File: src/rtl/cc_pkg.sv
// Shared colour-combiner types: source selector encodings, Q4.12 constants,
// the per-cycle mode word layout and the per-channel (A-B)*C+D arithmetic.
package cc_pkg;

    localparam logic [15:0] Q_ZERO = 16'h0000;
    localparam logic [15:0] Q_HALF = 16'h0800;
    localparam logic [15:0] Q_ONE  = 16'h1000;

    typedef enum logic [3:0] {
        SRC_COMBINED = 4'd0,
        SRC_TEX0     = 4'd1,
        SRC_TEX1     = 4'd2,
        SRC_SHADE0   = 4'd3,
        SRC_CONST0   = 4'd4,
        SRC_CONST1   = 4'd5,
        SRC_ONE      = 4'd6,
        SRC_ZERO     = 4'd7,
        SRC_SHADE1   = 4'd8
    } cc_src_e;

    typedef enum logic [3:0] {
        CSRC_COMBINED   = 4'd0,
        CSRC_TEX0       = 4'd1,
        CSRC_TEX1       = 4'd2,
        CSRC_SHADE0     = 4'd3,
        CSRC_CONST0     = 4'd4,
        CSRC_CONST1     = 4'd5,
        CSRC_ONE        = 4'd6,
        CSRC_ZERO       = 4'd7,
        CSRC_TEX0_A     = 4'd8,
        CSRC_TEX1_A     = 4'd9,
        CSRC_SHADE0_A   = 4'd10,
        CSRC_CONST0_A   = 4'd11,
        CSRC_CONST1_A   = 4'd12,
        CSRC_COMBINED_A = 4'd13,
        CSRC_SHADE1_A   = 4'd14,
        CSRC_ZERO_HI    = 4'd15
    } cc_csrc_e;

    typedef struct packed {
        logic [3:0] alpha_d;
        logic [3:0] alpha_c;
        logic [3:0] alpha_b;
        logic [3:0] alpha_a;
        logic [3:0] rgb_d;
        logic [3:0] rgb_c;
        logic [3:0] rgb_b;
        logic [3:0] rgb_a;
    } cc_cycle_t;

    // UNORM8 -> Q4.12; 0xFF maps to exactly one.
    function automatic logic [15:0] cc_u8_to_q(input logic [7:0] x);
        return (x == 8'hFF) ? Q_ONE : {4'h0, x, 4'h0};
    endfunction

    function automatic logic [63:0] cc_const_to_q(input logic [31:0] c);
        return {cc_u8_to_q(c[31:24]), cc_u8_to_q(c[23:16]),
                cc_u8_to_q(c[15:8]),  cc_u8_to_q(c[7:0])};
    endfunction

    // (a-b)*c rounded half-up at bit 12, plus d, clamped to [0, one].
    // Arithmetic is done in two's complement on unsigned vectors.
    function automatic logic [15:0] cc_channel(input logic [15:0] a, b, c, d);
        logic [16:0] diff;
        logic [33:0] prod;
        logic [33:0] rnd;
        logic [22:0] sum;
        diff = {a[15], a} - {b[15], b};
        prod = {{17{diff[16]}}, diff} * {{18{c[15]}}, c};
        rnd  = prod + 34'h800;
        sum  = {rnd[33], rnd[33:12]} + {{7{d[15]}}, d};
        if (sum[22])
            return Q_ZERO;
        else if (sum[21:0] > {6'h0, Q_ONE})
            return Q_ONE;
        else
            return sum[15:0];
    endfunction

endpackage

File: src/rtl/cc_cycle_unit.sv
// One combiner cycle: operand selection for RGB and alpha, then four
// channels of saturated (A-B)*C+D. Channel 3 is R, channel 0 is A.
module cc_cycle_unit
    import cc_pkg::*;
(
    input  logic [31:0] i_mode,
    input  logic [63:0] i_combined,
    input  logic [63:0] i_tex0,
    input  logic [63:0] i_tex1,
    input  logic [63:0] i_shade0,
    input  logic [63:0] i_shade1,
    input  logic [63:0] i_const0,
    input  logic [63:0] i_const1,
    output logic [63:0] o_result
);
    cc_cycle_t w_m;
    assign w_m = cc_cycle_t'(i_mode);

    function automatic logic [63:0] src_mux(input logic [3:0] sel,
        input logic [63:0] cmb, t0, t1, s0, s1, k0, k1);
        case (sel)
            SRC_COMBINED: return cmb;
            SRC_TEX0:     return t0;
            SRC_TEX1:     return t1;
            SRC_SHADE0:   return s0;
            SRC_CONST0:   return k0;
            SRC_CONST1:   return k1;
            SRC_ONE:      return {4{Q_ONE}};
            SRC_SHADE1:   return s1;
            default:      return {4{Q_ZERO}};
        endcase
    endfunction

    // rgb_c can also broadcast a source's alpha across R, G and B.
    function automatic logic [63:0] csrc_mux(input logic [3:0] sel,
        input logic [63:0] cmb, t0, t1, s0, s1, k0, k1);
        case (sel)
            CSRC_TEX0_A:     return {4{t0[15:0]}};
            CSRC_TEX1_A:     return {4{t1[15:0]}};
            CSRC_SHADE0_A:   return {4{s0[15:0]}};
            CSRC_CONST0_A:   return {4{k0[15:0]}};
            CSRC_CONST1_A:   return {4{k1[15:0]}};
            CSRC_COMBINED_A: return {4{cmb[15:0]}};
            CSRC_SHADE1_A:   return {4{s1[15:0]}};
            CSRC_ZERO_HI:    return {4{Q_ZERO}};
            default:         return src_mux(sel, cmb, t0, t1, s0, s1, k0, k1);
        endcase
    endfunction

    logic [63:0] w_rgb_a, w_rgb_b, w_rgb_c, w_rgb_d;
    logic [63:0] w_al_a, w_al_b, w_al_c, w_al_d;
    logic [63:0] w_op_a, w_op_b, w_op_c, w_op_d;

    assign w_rgb_a = src_mux (w_m.rgb_a,   i_combined, i_tex0, i_tex1, i_shade0, i_shade1, i_const0, i_const1);
    assign w_rgb_b = src_mux (w_m.rgb_b,   i_combined, i_tex0, i_tex1, i_shade0, i_shade1, i_const0, i_const1);
    assign w_rgb_c = csrc_mux(w_m.rgb_c,   i_combined, i_tex0, i_tex1, i_shade0, i_shade1, i_const0, i_const1);
    assign w_rgb_d = src_mux (w_m.rgb_d,   i_combined, i_tex0, i_tex1, i_shade0, i_shade1, i_const0, i_const1);
    assign w_al_a  = src_mux (w_m.alpha_a, i_combined, i_tex0, i_tex1, i_shade0, i_shade1, i_const0, i_const1);
    assign w_al_b  = src_mux (w_m.alpha_b, i_combined, i_tex0, i_tex1, i_shade0, i_shade1, i_const0, i_const1);
    assign w_al_c  = src_mux (w_m.alpha_c, i_combined, i_tex0, i_tex1, i_shade0, i_shade1, i_const0, i_const1);
    assign w_al_d  = src_mux (w_m.alpha_d, i_combined, i_tex0, i_tex1, i_shade0, i_shade1, i_const0, i_const1);

    // Alpha channel takes the A lane of the alpha selections; RGB lanes the rest.
    assign w_op_a = {w_rgb_a[63:16], w_al_a[15:0]};
    assign w_op_b = {w_rgb_b[63:16], w_al_b[15:0]};
    assign w_op_c = {w_rgb_c[63:16], w_al_c[15:0]};
    assign w_op_d = {w_rgb_d[63:16], w_al_d[15:0]};

    for (genvar ch = 0; ch < 4; ch++) begin : g_ch
        assign o_result[ch*16 +: 16] = cc_channel(w_op_a[ch*16 +: 16], w_op_b[ch*16 +: 16],
                                                  w_op_c[ch*16 +: 16], w_op_d[ch*16 +: 16]);
    end

endmodule

File: src/rtl/color_combiner.sv
// Two-stage colour combiner with ready/valid handshake. Define
// COLOR_COMBINER_TWO_CYCLE_EN to evaluate the second combiner cycle.
module color_combiner
    import cc_pkg::*;
(
    input  logic        clk,
    input  logic        rst_n,
    input  logic [63:0] tex_color0,
    input  logic [63:0] tex_color1,
    input  logic [63:0] shade0,
    input  logic [63:0] shade1,
    input  logic [15:0] frag_x,
    input  logic [15:0] frag_y,
    input  logic [15:0] frag_z,
    input  logic        frag_valid,
    output logic        in_ready,
    input  logic [63:0] cc_mode,
    input  logic [63:0] const_color,
    output logic [63:0] combined_color,
    output logic [15:0] out_frag_x,
    output logic [15:0] out_frag_y,
    output logic [15:0] out_frag_z,
    output logic        out_frag_valid,
    input  logic        out_ready
);
    logic [1:0]  r_vld;
    logic        w_s1_adv, w_accept;
    logic [63:0] w_const0, w_const1, w_c0_res, w_s1_next;
    logic [63:0] r_s0_color;
    logic [15:0] r_s0_x, r_s0_y, r_s0_z;

    assign w_s1_adv = out_ready || !r_vld[1];
    assign in_ready = !r_vld[0] || w_s1_adv;
    assign w_accept = frag_valid && in_ready;
    assign w_const0 = cc_const_to_q(const_color[31:0]);
    assign w_const1 = cc_const_to_q(const_color[63:32]);

    cc_cycle_unit u_cycle0 (
        .i_mode     (cc_mode[31:0]),
        .i_combined ({4{Q_ZERO}}),
        .i_tex0     (tex_color0),
        .i_tex1     (tex_color1),
        .i_shade0   (shade0),
        .i_shade1   (shade1),
        .i_const0   (w_const0),
        .i_const1   (w_const1),
        .o_result   (w_c0_res)
    );

`ifdef COLOR_COMBINER_TWO_CYCLE_EN
    // Cycle 1 runs a clock later, so its texture/shade operands travel along.
    logic [63:0] r_s0_tex0, r_s0_tex1, r_s0_shade0, r_s0_shade1;

    always_ff @(posedge clk or negedge rst_n) begin
        if (!rst_n) begin
            r_s0_tex0   <= '0;
            r_s0_tex1   <= '0;
            r_s0_shade0 <= '0;
            r_s0_shade1 <= '0;
        end else if (w_accept) begin
            r_s0_tex0   <= tex_color0;
            r_s0_tex1   <= tex_color1;
            r_s0_shade0 <= shade0;
            r_s0_shade1 <= shade1;
        end
    end

    cc_cycle_unit u_cycle1 (
        .i_mode     (cc_mode[63:32]),
        .i_combined (r_s0_color),
        .i_tex0     (r_s0_tex0),
        .i_tex1     (r_s0_tex1),
        .i_shade0   (r_s0_shade0),
        .i_shade1   (r_s0_shade1),
        .i_const0   (w_const0),
        .i_const1   (w_const1),
        .o_result   (w_s1_next)
    );
`else
    logic w_unused_c1;
    assign w_unused_c1 = ^cc_mode[63:32];
    assign w_s1_next   = r_s0_color;
`endif

    always_ff @(posedge clk or negedge rst_n) begin
        if (!rst_n) begin
            r_vld          <= '0;
            r_s0_color     <= '0;
            r_s0_x         <= '0;
            r_s0_y         <= '0;
            r_s0_z         <= '0;
            combined_color <= '0;
            out_frag_x     <= '0;
            out_frag_y     <= '0;
            out_frag_z     <= '0;
        end else begin
            if (in_ready) begin
                r_vld[0] <= w_accept;
                if (w_accept) begin
                    r_s0_color <= w_c0_res;
                    r_s0_x     <= frag_x;
                    r_s0_y     <= frag_y;
                    r_s0_z     <= frag_z;
                end
            end
            // Bubbles only clear valid; data holds its last value.
            if (w_s1_adv) begin
                r_vld[1] <= r_vld[0];
                if (r_vld[0]) begin
                    combined_color <= w_s1_next;
                    out_frag_x     <= r_s0_x;
                    out_frag_y     <= r_s0_y;
                    out_frag_z     <= r_s0_z;
                end
            end
        end
    end

    assign out_frag_valid = r_vld[1];

endmodule

File: config.mk
export PLATFORM = sky130hd
export DESIGN_NAME = color_combiner
export DESIGN_NICKNAME = d
export VERILOG_FILES = /design/src/rtl/cc_pkg.sv /design/src/rtl/cc_cycle_unit.sv /design/src/rtl/color_combiner.sv
export SDC_FILE = /design/constraint.sdc
export NUM_CORES = 2
export LEC_CHECK = 0
export CAP_MARGIN = 20
export CORE_MARGIN = 4
export CORE_UTILIZATION = 62
export DETAILED_ROUTE_END_ITERATION = 6
export HOLD_SLACK_MARGIN = 0.05
export PLACE_DENSITY = 0.83
export SLEW_MARGIN = 20
export SYNTH_ARGS = -nofsm -noshare
export SYNTH_HDL_FRONTEND = slang
export SYNTH_SLANG_ARGS = --single-unit
File: constraint.sdc
create_clock -name clk -period 2.15 [get_ports clk]
set_input_delay 0.3225 -clock clk [delete_from_list [all_inputs] [get_ports clk]]
set_output_delay 0.3225 -clock clk [all_outputs]
set_load 0.01 [all_outputs]
==> results of run 1 <==
-- metal layers --
layer  GRT overflow  global-route usage, %
met1              0                  70.30
met2              2                  87.13
met3              4                  55.44
met4              8                  65.82
met5              0                  36.98
-- stage by stage --
step           cells  setup TNS (ps)  utilization, %
2_1_floorplan   7820         -489040               -
3_3_place_gp   11660         -545730           86.10
3_5_place_dp   11660         -567390           86.10
4_1_cts        11834         -493530           88.74
-- cell families after synthesis --
| kind of cell | synth area share (%) |
|---|---|
| flip-flops | 8.504 |
| AO/OA/AOI/OAI | 15.05 |
| adder cells (fa/ha/maj) | 42.43 |
| buffers and inverters | 9.453 |
| XOR/XNOR | 4.122 |
| multiplexers | 3.167 |
| AND/OR/NAND/NOR | 17.28 |
-- what timing repair did --
| action | CTS |
|---|---|
| endpoints found under the setup margin | 53 |
| endpoints found under the hold margin | 52 |
| hold buffers | 1 |
| resized for setup | 351 |
| pin swaps | 185 |
| setup buffers | 137 |
| gates cloned | 5 |
==> impl_metrics.toml, run 1 <==
[outcome]
status = "stopped before the end"
failing_step = "global routing"
error = "[ERROR GRT-0116] Global routing finished with congestion. Check the congestion regions in the DRC Viewer."

[place]
hpwl_um = 260700
portBuffers = 517
pre_cts_slack_ps = -11220
gp_congestion = 1.188
dpl_cell_area_mm2 = 0.09115

[grt]
grtUsageTotal_pct = 70.29
grt_start_max_net_pins = 62
grt_pass1_wl_um = 584800
grt_pass1_vias = 91765
gr-total-overflow = 14

[cts]
htree_levels = 1
clkSinkCount = 226
root_buffer = "clkbuf_16"
cts.path.max_buffers = 3
cts_buffers = 22

[floorplan]
rows = 119
die_w_um = 335.5
pin_count = 550
die_h_um = 335.5
initial_core_util_pct = 62.82

[synthesis]
synth-edff-count = 0
synth_nets = 9844
synth.distinct_cells = 114
avgSynthCellArea_um2 = 8.504
synth_async_sr_flop_share_pct = 100.0
synth_warnings = 0
synth-main-ff-cell = "dfrtp_1"
synth.top_cells.by_count = "1362 x inv_1, 1112 x fa_1, 845 x nor2_1"
syn_area_mm2 = 0.06650
synth_area_leader_cell = "fa_1"
ys_top_cells_by_area = "fa_1 33%, ha_1 9.0%, dfrtp_1 8.5%, inv_1 7.7%, nor2_1 4.8%"
yosysMostFrequentCell = "inv_1"
yosys.area.top_type_share_pct = 33.48
synth_cells = 7820
ys_ff_latch = 226
seq_area_frac_synth_pct = 8.504
==> run 2, diff against run 1 <==
--- a/config.mk
+++ b/config.mk
@@ -7,10 +7,9 @@
 export LEC_CHECK = 0
 export CAP_MARGIN = 20
 export CORE_MARGIN = 4
-export CORE_UTILIZATION = 62
+export CORE_UTILIZATION = 40
 export DETAILED_ROUTE_END_ITERATION = 6
-export HOLD_SLACK_MARGIN = 0.05
-export PLACE_DENSITY = 0.83
+export PLACE_DENSITY_LB_ADDON = 0.15
 export SLEW_MARGIN = 20
 export SYNTH_ARGS = -nofsm -noshare
 export SYNTH_HDL_FRONTEND = slang
==> run 2 against run 1 <==
The flow now finishes, with violations (design-rule violations, negative setup slack). Synthesized cell count stayed put. Area after synthesis stayed put.
==> impl_metrics.toml, run 2 <==
[synthesis]
avgSynthCellArea_um2 = 8.504
synth_async_sr_flop_share_pct = 100.0
synth.top_cells.by_count = "1362 x inv_1, 1112 x fa_1, 845 x nor2_1"
synth.distinct_cells = 114
ys_ff_latch = 226
seq_area_frac_synth_pct = 8.504
syn_area_mm2 = 0.06650
yosys.area.top_type_share_pct = 33.48
synth_nets = 9844
synth-edff-count = 0
synth_cells = 7820
synth-main-ff-cell = "dfrtp_1"
synth_warnings = 0
yosysMostFrequentCell = "inv_1"
ys_top_cells_by_area = "fa_1 33%, ha_1 9.0%, dfrtp_1 8.5%, inv_1 7.7%, nor2_1 4.8%"
synth_area_leader_cell = "fa_1"

[routing]
drt_iter0_markers = 5879
wl_per_cell_um = 22.98
detail-route-antenna-nets = 0
firstDrtPassIters = 7
routed_wl_um = 293700
num_vias = 69318
drcViolationCount = 22
via_per_inst = 5.426

[setup_path]
critPathLaunchType = "input port"
cp_slowest_cell = "fa_2"
worstSetupPathType = "input port to flip-flop"
worst-path-max-fanout = 7
cpPeakStageDelay_ps = 630
worstPathArrival_ps = 12260
end_kind = "flip-flop"
crit_top_cell = "buf_4"
cp_top_family = "adder cells"
r2r_slack_ps = 140
crit_buf_inv = 8
worstPathRequired_ps = 2620

[grt]
gr-total-overflow = 0
grt_pass1_vias = 73001
grt_start_max_net_pins = 66
grt_pass1_wl_um = 440600
grtUsageTotal_pct = 33.16
antenna_found_initial = 23

[cts]
cts_buffers = 25
cts.clk_slew.worst_paths_ps = 60
cts.path.max_buffers = 3
clkSinkCount = 226
clk_latency_ps = 600
cts_tree = "done"
root_buffer = "clkbuf_16"
htree_levels = 1

[layout]
final_cell_mix = "2362 x buf_4, 1332 x inv_1, 1082 x fa_1"
synthToLayoutAreaGrowth_pct = 45.85
postLayoutCoreUtil_pct = 58.72
layout_commonest_cell = "buf_4"
drive_gt1_share_pct = 31.27
layout.nets = 12575
reg_top3 = "combined_color (64), r_s0_color (64)"

[place]
portBuffers = 517
hpwl_um = 257500
gp_congestion = 1.030

[floorplan]
core_area_mm2 = 0.1652
die_h_um = 415.7
pin_count = 550
dieArea_mm2 = 0.1728
initial_core_util_pct = 40.26
rows = 149
die_w_um = 415.7

[timing]
finalSetupViolations = 52
worst_slack_ps = -9635
slew_headroom_pct = 27.27
rsz0062_at_grt = "true"
worst_pin_slew_ps = 1083
drv_slew = 0
finalCritPeriodShare_pct = 548.1
hold_violations = 0
clock_skew_ps = 52.05
max_freq_mhz = 84.86
fin_crit_ps = 11780

[outcome]
violations = "design-rule violations, negative setup slack"
status = "finished with violations"

[min_path]
hp-class = "input port to async pin"

[run]
maxCapViolations = 0
run 2: cell counts after synthesis:
Identical to the previous run, type by type.
run 2: per-layer routing:
metal | global-route usage (%) | up-vias | wire length, µm
met5 | 0 | - | 50
met4 | 18.67 | 8 | 20750
met3 | 4.663 | 727 | 19980
met2 | 56.85 | 2774 | 140600
met1 | 40.03 | 34314 | 112300
li1 | - | 31495 | -
run 2: through the flow:
step	cell area (µm²)	setup WS (ps)	setup TNS [ps]	hold slack (ps)	std cells
detailed placement	92770	-11020	-563380	325.4	12544
CTS	95850	-9468	-482320	280.8	12713
global route	96970	-9939	-508220	323.0	12767
floorplan	67960	-9605	-489040	26.91	7820
finish	96990	-9635	-485120	283.6	12776
global placement	92770	-10820	-557700	319.6	12544
run 2: final cells by class:
cell class | count | area [µm²]
Antenna cell | 20 | 50.05
Clock buffer | 30 | 664.4
Clock inverter | 13 | 206.4
Fill cell | 15179 | 68190
Inverter | 1365 | 5126
Multi-Input combinational cell | 5931 | 57570
Sequential cell | 226 | 5655
Tap cell | 2189 | 2739
Timing Repair Buffer | 3002 | 24980
run 2: final timing paths:
kind | start | to | cells past startpoint
max | const_color[44] | r_s0_color[28] | 50
min | rst_n | r_s0_color[2] | 2
max reg2reg | r_vld[0] | r_s0_color[55] | 9
min reg2reg | r_s0_color[11] | combined_color[11] | 1
max in group asynchronous | rst_n | combined_color[24] | 3
min in group clk | frag_x[4] | r_s0_x[4] | 2
run 2: kinds of logic after synthesis:
| logic type | after synthesis | synth area share, % |
|---|---|---|
| AOI/OAI and AO/OA | 1341 | 15.05 |
| xor gates and xnor gates | 313 | 4.122 |
| adders and majority gates | 1588 | 42.43 |
| buffers and inverters | 1664 | 9.453 |
| DFF | 226 | 8.504 |
| muxes | 188 | 3.167 |
| and+or+nand+nor | 2500 | 17.28 |
run 2: repair_timing:
item,4_1_cts,5_1_grt
setup endpoints to repair,53,52
buffers inserted,125,48
resized for setup,389,183
cloned,3,1
pin swaps,265,183
hold buffers,1,0
endpoints found under the hold margin,57,0
Power of run 2 is not shown: default switching activity piles up to over one toggle a cycle in this logic, so the estimate is an artifact.
